File: src/rtl/cla_pkg.sv
// Purpose: shared sizing helpers and the per-slice pipeline record for the pipelined CLA adder.
// Latency: n/a (types and constant functions only).
// Backpressure: n/a.
package cla_pkg;

    localparam int DEF_WIDTH  = 16;
    localparam int DEF_GROUP  = 4;
    localparam int DEF_STAGES = 2;

    // Bits handled by one pipeline slice.
    function automatic int slice_w(input int width, input int stages);
        return width / stages;
    endfunction

    // Lookahead groups per slice.
    function automatic int ngroup(input int width, input int stages, input int group);
        return (width / stages) / group;
    endfunction

    localparam int SLICE_W = slice_w(DEF_WIDTH, DEF_STAGES);
    localparam int NGROUP  = ngroup(DEF_WIDTH, DEF_STAGES, DEF_GROUP);

    // One slice register for the default configuration: valid, carry out of the
    // bits already added, the partial sum so far, and the operand bits still to add.
    typedef struct packed {
        logic                 valid;
        logic                 carry;
        logic [DEF_WIDTH-1:0] psum;
        logic [DEF_WIDTH-1:0] pa;
        logic [DEF_WIDTH-1:0] pb;
    } slice_t;

endpackage

File: src/rtl/cla_group.sv
// Purpose: combinational GROUP-bit carry-lookahead block (sum, group propagate/generate).
// Latency: 0 cycles (pure combinational).
// Backpressure: none; no state.
// Ports: i_a/i_b operand bits, i_cin carry in, o_sum sum bits, o_p/o_g group propagate/generate.
module cla_group #(
    parameter int GROUP = 4
) (
    input  logic [GROUP-1:0] i_a,
    input  logic [GROUP-1:0] i_b,
    input  logic             i_cin,
    output logic [GROUP-1:0] o_sum,
    output logic             o_p,
    output logic             o_g
);

    logic [GROUP-1:0] w_p;
    logic [GROUP-1:0] w_g;
    logic [GROUP-1:0] w_c;

    assign w_p = i_a ^ i_b;
    assign w_g = i_a & i_b;

    // Unrolled by synthesis into flat lookahead equations per bit.
    always_comb begin
        logic c;
        c   = i_cin;
        w_c = '0;
        for (int i = 0; i < GROUP; i++) begin
            w_c[i] = c;
            c      = w_g[i] | (w_p[i] & c);
        end
    end

    // Group generate is independent of i_cin so the next level can look ahead.
    always_comb begin
        logic gg;
        gg = 1'b0;
        for (int i = 0; i < GROUP; i++) begin
            gg = w_g[i] | (w_p[i] & gg);
        end
        o_g = gg;
    end

    assign o_p   = &w_p;
    assign o_sum = w_p ^ w_c;

endmodule

File: src/rtl/cla_pipe_adder.sv
// Purpose: WIDTH-bit add/subtract over STAGES registered slices of lookahead groups.
// Latency: STAGES cycles from accept to out_valid; 1 op/cycle peak.
// Backpressure: whole pipe advances when !out_valid || out_ready; in_ready mirrors that.
// Ports: in_valid/in_ready + a, b, cin, op_sub in; out_valid/out_ready + sum, cout, ovf out.
module cla_pipe_adder
    import cla_pkg::*;
#(
    parameter int WIDTH  = 16,
    parameter int GROUP  = 4,
    parameter int STAGES = 2
) (
    input  logic             clk,
    input  logic             rst,
    input  logic             in_valid,
    output logic             in_ready,
    input  logic [WIDTH-1:0] a,
    input  logic [WIDTH-1:0] b,
    input  logic             cin,
    input  logic             op_sub,
    output logic             out_valid,
    input  logic             out_ready,
    output logic [WIDTH-1:0] sum,
    output logic             cout,
    output logic             ovf
);

    localparam int SW = slice_w(WIDTH, STAGES);
    localparam int NG = ngroup(WIDTH, STAGES, GROUP);

    if (WIDTH % (GROUP * STAGES) != 0) begin : g_bad_cfg
        $error("cla_pipe_adder: WIDTH must be a multiple of GROUP*STAGES");
    end

    typedef struct packed {
        logic             valid;
        logic             carry;
        logic [WIDTH-1:0] psum;
        logic [WIDTH-1:0] pa;
        logic [WIDTH-1:0] pb;
    } stage_t;

    stage_t           r_stg [STAGES];
    logic             r_ovf;

    logic             w_adv;
    logic             w_acc;
    logic             w_last_vld;
    logic             w_ovf;
    logic [WIDTH-1:0] w_in_a [STAGES];
    logic [WIDTH-1:0] w_in_b [STAGES];
    logic [WIDTH-1:0] w_in_s [STAGES];
    logic [WIDTH-1:0] w_nsum [STAGES];
    logic             w_in_c [STAGES];
    logic             w_nco  [STAGES];

    assign w_adv    = !r_stg[STAGES-1].valid || out_ready;
    assign in_ready = w_adv;
    assign w_acc    = in_valid && w_adv;

    for (genvar k = 0; k < STAGES; k++) begin : g_stage
        logic [NG:0]   w_gc;
        logic [SW-1:0] w_ssum;
        logic [WIDTH-1:0] w_msum;

        if (k == 0) begin : g_src_in
            // Subtraction folds into addition: a + ~b + ~borrow.
            assign w_in_a[k] = a;
            assign w_in_b[k] = op_sub ? ~b : b;
            assign w_in_c[k] = op_sub ? ~cin : cin;
            assign w_in_s[k] = '0;
        end else begin : g_src_reg
            assign w_in_a[k] = r_stg[k-1].pa;
            assign w_in_b[k] = r_stg[k-1].pb;
            assign w_in_c[k] = r_stg[k-1].carry;
            assign w_in_s[k] = r_stg[k-1].psum;
        end

        assign w_gc[0] = w_in_c[k];

        // Second-level lookahead across the groups of this slice.
        for (genvar j = 0; j < NG; j++) begin : g_grp
            logic w_gp;
            logic w_gg;
            cla_group #(.GROUP(GROUP)) u_grp (
                .i_a   (w_in_a[k][k*SW + j*GROUP +: GROUP]),
                .i_b   (w_in_b[k][k*SW + j*GROUP +: GROUP]),
                .i_cin (w_gc[j]),
                .o_sum (w_ssum[j*GROUP +: GROUP]),
                .o_p   (w_gp),
                .o_g   (w_gg)
            );
            assign w_gc[j+1] = w_gg | (w_gp & w_gc[j]);
        end

        always_comb begin
            w_msum              = w_in_s[k];
            w_msum[k*SW +: SW]  = w_ssum;
        end

        assign w_nsum[k] = w_msum;
        assign w_nco[k]  = w_gc[NG];

        if (k == STAGES - 1) begin : g_ovf
            // a^b^sum at the MSB recovers the carry into the MSB.
            assign w_ovf = (w_in_a[k][WIDTH-1] ^ w_in_b[k][WIDTH-1] ^ w_ssum[SW-1]) ^ w_gc[NG];
        end
    end

    if (STAGES == 1) begin : g_lv1
        assign w_last_vld = w_acc;
    end else begin : g_lvn
        assign w_last_vld = r_stg[STAGES-2].valid;
    end

    // Payload loads only with valid data, so idle inputs never disturb state.
    always_ff @(posedge clk or posedge rst) begin
        if (rst) begin
            for (int k = 0; k < STAGES; k++) begin
                r_stg[k] <= '0;
            end
            r_ovf <= 1'b0;
        end else if (w_adv) begin
            r_stg[0].valid <= w_acc;
            if (w_acc) begin
                r_stg[0].carry <= w_nco[0];
                r_stg[0].psum  <= w_nsum[0];
                r_stg[0].pa    <= w_in_a[0];
                r_stg[0].pb    <= w_in_b[0];
            end
            for (int k = 1; k < STAGES; k++) begin
                r_stg[k].valid <= r_stg[k-1].valid;
                if (r_stg[k-1].valid) begin
                    r_stg[k].carry <= w_nco[k];
                    r_stg[k].psum  <= w_nsum[k];
                    r_stg[k].pa    <= w_in_a[k];
                    r_stg[k].pb    <= w_in_b[k];
                end
            end
            if (w_last_vld) begin
                r_ovf <= w_ovf;
            end
        end
    end

    // Operand bits below the current slice are dead once consumed.
    logic w_unused;
    always_comb begin
        w_unused = 1'b0;
        for (int k = 0; k < STAGES; k++) begin
            w_unused = w_unused ^ (^r_stg[k].pa) ^ (^r_stg[k].pb)
                     ^ (^w_in_a[k]) ^ (^w_in_b[k]);
        end
    end

    assign out_valid = r_stg[STAGES-1].valid;
    assign sum       = r_stg[STAGES-1].psum;
    assign cout      = r_stg[STAGES-1].carry;
    assign ovf       = r_ovf;

endmodule

File: config.mk
export PLATFORM = sky130hd
export DESIGN_NAME = cla_pipe_adder
export DESIGN_NICKNAME = d
export VERILOG_FILES = /design/src/rtl/cla_pkg.sv /design/src/rtl/cla_group.sv /design/src/rtl/cla_pipe_adder.sv
export SDC_FILE = /design/constraint.sdc
export NUM_CORES = 1
export LEC_CHECK = 0
export BUFFER_PORTS_ARGS = -buffer_cell sky130_fd_sc_hd__buf_4
export CAP_MARGIN = 20
export CELL_PAD_IN_SITES_DETAIL_PLACEMENT = 1
export CELL_PAD_IN_SITES_GLOBAL_PLACEMENT = 1
export CORE_ASPECT_RATIO = 0.7
export CORE_UTILIZATION = 38
export CTS_CLUSTER_DIAMETER = 40
export CTS_CLUSTER_SIZE = 25
export DETAILED_ROUTE_END_ITERATION = 8
export GPL_TIMING_DRIVEN = 0
export PLACE_DENSITY = 0.8
export SYNTH_ARGS = -nofsm -noshare
export SYNTH_HDL_FRONTEND = slang
export SYNTH_SLANG_ARGS = --single-unit
File: constraint.sdc
create_clock -name clk -period 2.8 [get_ports clk]
set_input_delay 0.56 -clock clk [delete_from_list [all_inputs] [get_ports clk]]
set_output_delay 0.56 -clock clk [all_outputs]
set_load 0.02 [all_outputs]
## Word level (Yosys, flattened, before mapping)

Index checks and enable logic that the tools add are counted.

| operators by class | value |
|---|---|
| mux-type cells | 2 |
| bitwise gates (word level) | 73 |
| reduce and logical (&&, ||, !) cells | 9 |

Operators with widths:

| operator | number |
|---|---|
| $xor A4 B4 Y4 | 8 |
| $and A1 B1 Y1 | 28 |
| $or A1 B1 Y1 | 28 |
| $and A4 B4 Y4 | 4 |
| $mux W16 | 1 |
| $not A16 Y16 | 1 |
| $reduce_and A4 Y1 | 4 |
| $reduce_and A2 Y1 | 2 |
| $xor A1 B1 Y1 | 3 |
| $logic_and A1 B1 Y1 | 1 |
| $logic_not A1 Y1 | 1 |
| $logic_or A1 B1 Y1 | 1 |
| $mux W1 | 1 |
| $not A1 Y1 | 1 |

| word-level totals | value |
|---|---|
| word-level logic and storage cells | 93 |
| output and inout bits | 20 |
| register bits after elaboration | 61 |
| input bits | 38 |

## Logic depth before layout (Yosys ltp)

| depth | value |
|---|---|
| depth after elaboration | 17 |
| mapped depth | 13 |
| depth with buffers taken out | 11 |

## Modules after synthesis

From an unflattened synthesis, not the netlist that was laid out.

| second synthesis, totals | value |
|---|---|
| cells, all modules | 225 |
| area, all modules | 2771.4 µm² |

Modules (own cells, without submodules):

| module | area an instance (µm²) | cells an instance | instances | seq. area each (µm²) |
|---|---|---|---|---|
| cla_pipe_adder | 2110.8 | 153 | 1 | 1126.1 |
| cla_group | 165.2 | 18 | 4 | 0.0 |

## Worst setup path after synthesis

Ideal clock, no wire load.

| timing | value |
|---|---|
| kind | input to register |
| from | input op_sub |
| to | register r_stg (netlist bit g_stage[1].w_msum[7]) |
| setup time | 0.076 ns |
| data required time | 2.724 ns |
| buffers on the path | 2 |
| stages on the path | 13 |
| data arrival time | 3.090 ns |
| setup slack | -0.366 ns |
| cells stage by stage | buf_6 buf_2 xor2_1 ha_1 nand2_1 o21ai_1 a21o_1 a21oi_2 fa_1 fa_1 fa_1 xor2_1 o21ai_1 |

| on the way | value |
|---|---|
| cells in the longest elaborated chain, start to end | 16 |
| elaborated cells on any way between the ends | 22 |
| those cells by class | 2 x mux; 19 x bitwise; 1 x reduce/logical |

Ends and longest elaborated chain:

| what | RTL line | source |
|---|---|---|
| from (decl) | cla_pipe_adder.sv:19 | `input logic op_sub,` |
| $mux W16 | cla_pipe_adder.sv:68 | `assign w_in_b[k] = op_sub ? ~b : b;` |
| $xor A4 B4 Y4 / $and A4 B4 Y4 (equally long branches) | cla_group.sv:20, cla_group.sv:21 |  |
| $and A1 B1 Y1 | cla_group.sv:39 | `gg = w_g[i] \| (w_p[i] & gg);` |
| $or A1 B1 Y1 | cla_group.sv:39 |  |
| $and A1 B1 Y1 | cla_group.sv:39 |  |
| $or A1 B1 Y1 | cla_group.sv:39 |  |
| $and A1 B1 Y1 | cla_group.sv:39 |  |
| $or A1 B1 Y1 | cla_group.sv:39 |  |
| $or A1 B1 Y1 | cla_pipe_adder.sv:92 | `assign w_gc[j+1] = w_gg \| (w_gp & w_gc[j]);` |
| $and A1 B1 Y1 | cla_group.sv:30 | `c = w_g[i] \| (w_p[i] & c);` |
| $or A1 B1 Y1 | cla_group.sv:30 |  |
| $and A1 B1 Y1 | cla_group.sv:30 |  |
| $or A1 B1 Y1 | cla_group.sv:30 |  |
| $and A1 B1 Y1 | cla_group.sv:30 |  |
| $or A1 B1 Y1 | cla_group.sv:30 |  |
| $xor A4 B4 Y4 * | cla_group.sv:45 | `assign o_sum = w_p ^ w_c;` |
| to (decl) | cla_pipe_adder.sv:42 | `stage_t r_stg [STAGES];` |

Every way passes the cells marked *; elsewhere a longest branch is shown, timed or not.
A chain may end at the register's enable or synchronous reset.

## Final worst setup path

| timing | value |
|---|---|
| from | register r_stg[74] (netlist bit) |
| to | register r_ovf (netlist: ovf) |

| on the way | value |
|---|---|
| cells in the longest elaborated chain, start to end | 17 |
| elaborated cells on any way between the ends | 22 |
| those cells by class | 21 x bitwise; 1 x reduce/logical |

Ends and longest elaborated chain:

| what | RTL line | source |
|---|---|---|
| $and A4 B4 Y4 | cla_group.sv:21 | `assign w_g = i_a & i_b;` |
| $and A1 B1 Y1 | cla_group.sv:39 |  |
| $or A1 B1 Y1 | cla_group.sv:39 |  |
| $and A1 B1 Y1 | cla_group.sv:39 |  |
| $or A1 B1 Y1 | cla_group.sv:39 |  |
| $and A1 B1 Y1 | cla_group.sv:39 |  |
| $or A1 B1 Y1 | cla_group.sv:39 |  |
| $or A1 B1 Y1 * | cla_pipe_adder.sv:92 |  |
| $and A1 B1 Y1 | cla_group.sv:30 |  |
| $or A1 B1 Y1 | cla_group.sv:30 |  |
| $and A1 B1 Y1 | cla_group.sv:30 |  |
| $or A1 B1 Y1 | cla_group.sv:30 |  |
| $and A1 B1 Y1 | cla_group.sv:30 |  |
| $or A1 B1 Y1 | cla_group.sv:30 |  |
| $xor A4 B4 Y4 | cla_group.sv:45 |  |
| $xor A1 B1 Y1 | cla_pipe_adder.sv:105 | `assign w_ovf = (w_in_a[k][WIDTH-1] ^ w_in_b[k][WIDTH-1] ^ w_ssum[SW-1]) ^ w_gc[NG];` |
| $xor A1 B1 Y1 * | cla_pipe_adder.sv:105 |  |
| to (signal assigned) | cla_pipe_adder.sv:140 | `r_ovf <= w_ovf;` |
| to (decl) | cla_pipe_adder.sv:43 | `logic r_ovf;` |

Marks and branches as above.

==> summary.json <==
{
  "setup_path": {
    "critical_path_peak_fanout": 4,
    "worst-setup-path-type": "reg -> reg",
    "wp_data_required_ns": 2.97,
    "capturing_element_type_of_the_critical_path": "flop",
    "cp_data_arrival_time_ns": 2.96,
    "setup.worst_path.start_class": "flop"
  },
  "logic_synthesis": {
    "synth.cell_area_um2": 2510,
    "number_of_register_bits_inferred_by_synthesis": 45,
    "synth_fa_ha_area_share_pct": 17.6,
    "synthesis.area_per_instance_um2": 11.5,
    "syn_inst": 218,
    "synth_mux_area_share_pct": 9.83,
    "synth_xor_area_share_pct": 7.63,
    "synth_enable_flop_cells": 0,
    "synth_nets": 284,
    "synthDominantCellAreaShare_pct": 44.9,
    "post_synth_main_area_contributors": "sky130_fd_sc_hd__dfrtp_1 (45%), sky130_fd_sc_hd__fa_1 (9.6%), sky130_fd_sc_hd__mux2_1 (9.4%)",
    "synth_area_leader_cell": "sky130_fd_sc_hd__dfrtp_1",
    "synthFlopType": "sky130_fd_sc_hd__dfrtp_1",
    "yosysSeqAreaShare_pct": 44.9,
    "ys_warn_count": 0,
    "synth_async_sr_flop_share_pct": 100,
    "synth.distinct_cells": 30,
    "post_synth_and_or_nand_nor_area_fraction_pct": 6.08,
    "yosys.cell_count.top_type": "sky130_fd_sc_hd__dfrtp_1",
    "synth_top_family_by_area": "adder cells",
    "synthTopCellsByCount": "sky130_fd_sc_hd__dfrtp_1 (45), sky130_fd_sc_hd__nand2_1 (23), sky130_fd_sc_hd__o21ai_1 (22)",
    "synth-compound-area-share_pct": 8.93
  },
  "timing": {
    "report.final.slew_viol_count": 0,
    "finalHoldViolCount": 0,
    "clock_skew_ns": 0.00935,
    "timing.final.crit_period_ns": 2.79,
    "worstMarginPinSlew_ns": 0.439,
    "rsz0062_at_grt": "true",
    "max_clock_freq_mhz": 358,
    "setup-violations-final": 0,
    "max-slew-margin-rel_pct": 70.6,
    "final.period_utilization_pct": 99.8
  },
  "clock_network": {
    "cts_h_tree_lvls": 2,
    "clk_latency_ns": 0.30,
    "clkSlewWorstSetupHoldPaths_ns": 0.09,
    "clock_sink_count": 45,
    "tritoncts": "built",
    "deepest_clock_path_buffer_count": 2,
    "cts-buffers-inserted": 5,
    "root_buffer": "sky130_fd_sc_hd__clkbuf_8"
  },
  "power": {
    "power.clock.fraction_pct": 15.8,
    "vdd_drop_max_mv": 0.272,
    "sequentialPowerShare_pct": 40.4,
    "power_frac_comb_pct": 43.8,
    "leakage_nw": 1.59,
    "switching_share_pct": 37.2,
    "net-switching-power_mw": 0.922,
    "internal_power_mw": 1.56,
    "pwr_density_cell_nw_per_um2": 754,
    "design_power_total_mw": 2.48
  },
  "die": {
    "placement_rows": 24,
    "floorplan.die.width_um": 99.1,
    "design.portCount": 58,
    "core_region_area_um2": 6310,
    "initial_core_util_pct": 39.8,
    "die_height_um": 70.0,
    "die_area_um2": 6940
  },
  "drt": {
    "avgRoutedWirePerCell_um": 15.8,
    "vias_per_cell": 4.96,
    "drcViolationCount": 0,
    "route.final.wire_length_um": 5800,
    "dr_total_vias": 1824,
    "final_antenna_net_count": 0,
    "detail_route.first_pass.iterations": 3,
    "initialDrtViolationCount": 44
  },
  "finish": {
    "core_occupancy_in_the_finished_layout_pct": 52.2,
    "diode_count": 0,
    "drive_gt1_share_pct": 36.6,
    "fin_nets": 355,
    "num-fill-cells": 699,
    "layout_overhead_on_the_synthesized_area_pct": 31.1
  },
  "global_route": {
    "grt_first_pass_wirelength_um": 9720,
    "grt_antenna_before_repair": 0,
    "gr-usage-all-layers_pct": 18.5,
    "first_global_vias": 1968,
    "grt_max_degree": 36,
    "grt_overflow": 0
  },
  "run": {
    "maxCapViolCount": 0
  },
  "worst_hold_path": {
    "holdCritPathClass": "in -> async"
  },
  "place": {
    "place_congestion": 0.823,
    "dpl.hpwl_um": 4350,
    "portBuffers": 56
  },
  "run_status": {
    "run_status": "complete, no violations"
  }
}
[worst max-delay path: stages (launching register included)]
cell                       delay, ns
sky130_fd_sc_hd__dfrtp_1        0.41
sky130_fd_sc_hd__ha_1           0.31
sky130_fd_sc_hd__a21o_1         0.18
sky130_fd_sc_hd__a21oi_2        0.18
sky130_fd_sc_hd__o21ai_4        0.08
sky130_fd_sc_hd__fa_2           0.35
sky130_fd_sc_hd__fa_2           0.34
sky130_fd_sc_hd__fa_2           0.38
sky130_fd_sc_hd__nor3b_1        0.15
sky130_fd_sc_hd__mux2i_1        0.17
sky130_fd_sc_hd__o211ai_1       0.11
[state kept, by name, summed over array words and instances (netlist names)]
signal / count
r_stg: 16
sum: 16
g_stage.w_msum: 8
cout: 1
g_stage.w_gc: 1
out_valid: 1
ovf: 1
w_last_vld: 1
[timing repair]
item,4_1_cts,5_1_grt
setup endpoints to repair,5,5
cloned,0,0
resized for setup,14,0
hold buffers,0,0
setup buffers,6,2
hold endpoints to repair,0,0
pin swaps,19,6
[cells by family (layout without fill, tap and decap cells)]
family	after synthesis	in the layout
adder cells (fa/ha/maj)	28	28
multiplexers	22	22
XOR/XNOR	21	21
AO/OA/AOI/OAI	39	39
buffers and inverters	28	100
AND/OR/NAND/NOR	35	35
flip-flops	45	45
[metrics by stage]
step	instance area (um^2)	cells	TNS, ns	setup WS [ns]	hold WS, ns
after floorplan	2550	218	-0.343	-0.190	0.448
after global placement	3070	352	-0.886	-0.360	0.461
after detailed placement	3090	353	-1.41	-0.468	0.476
after CTS	3270	366	-0.0623	-0.0614	0.195
after global routing	3290	368	-0.168	-0.147	0.204
final	3290	368	0	0.00510	0.191
[per-layer routing]
metal  wire length (um)  vias to the layer above  global-route usage, %
met5                  0                        -                      0
met4                 46                        0                   4.41
met3                201                        5                   3.50
met2               2850                       38                   32.6
met1               2700                      916                   23.8
li1                   -                      865                      -
[power groups by stage]
stage / Clock [mW] / Sequential, mW / Combinational [mW]
3_5_place_dp: 0 / 1.02 / 1.04
4_1_cts: 0.401 / 1.00 / 1.09
6_report: 0.393 / 1.00 / 1.09
2_1_floorplan: 0 / 1.14 / 0.474
5_1_grt: 0.430 / 1.03 / 1.20
3_3_place_gp: 0 / 1.00 / 0.980
[cell usage in the layout, fill, tap and decap left out, drive strengths merged]
cell type / synthesis / routed
buf: 9 / 73
dfrtp: 45 / 45
nand2: 25 / 25
o21ai: 22 / 22
mux2: 21 / 21
inv: 19 / 19
ha: 16 / 16
fa: 12 / 12
xor2: 11 / 11
xnor2: 10 / 10
a21oi: 9 / 9
clkbuf: 0 / 6
a21o: 3 / 3
nor2: 3 / 3
nand4: 3 / 3
clkinv: 0 / 2
nand2b: 1 / 1
a211oi: 1 / 1
nor3: 1 / 1
a22oi: 1 / 1
nor3b: 1 / 1
mux2i: 1 / 1
o211ai: 1 / 1
a21boi: 1 / 1
nand3: 1 / 1
o31ai: 1 / 1
[worst paths after layout]
kind | start | end | slack [ns] | cells after the start
min in group clk | a[9] | r_stg[75] | 0.47 | 2
max reg2reg | r_stg[74] | ovf | 0.005 | 10
min reg2reg | sum[15] | sum[15] | 0.49 | 2
max | r_stg[74] | ovf | 0.005 | 10
max in group asynchronous | rst | sum[6] | 2.14 | 3
min | rst | sum[13] | 0.19 | 2
[final cells by class]
cell class | count | area, um^2 | share of cell area (%)
timing repair buffer | 65 | 508 | 15.4
multi-input combinational | 145 | 1340 | 40.6
clock inverter | 2 | 10.0 | 0.304
tap | 78 | 97.6 | 2.97
clock buffer | 6 | 72.6 | 2.21
inverter | 19 | 71.3 | 2.17
buffer | 8 | 67.6 | 2.05
sequential | 45 | 1130 | 34.2
Note: power is estimated with default switching activity, not from simulation.
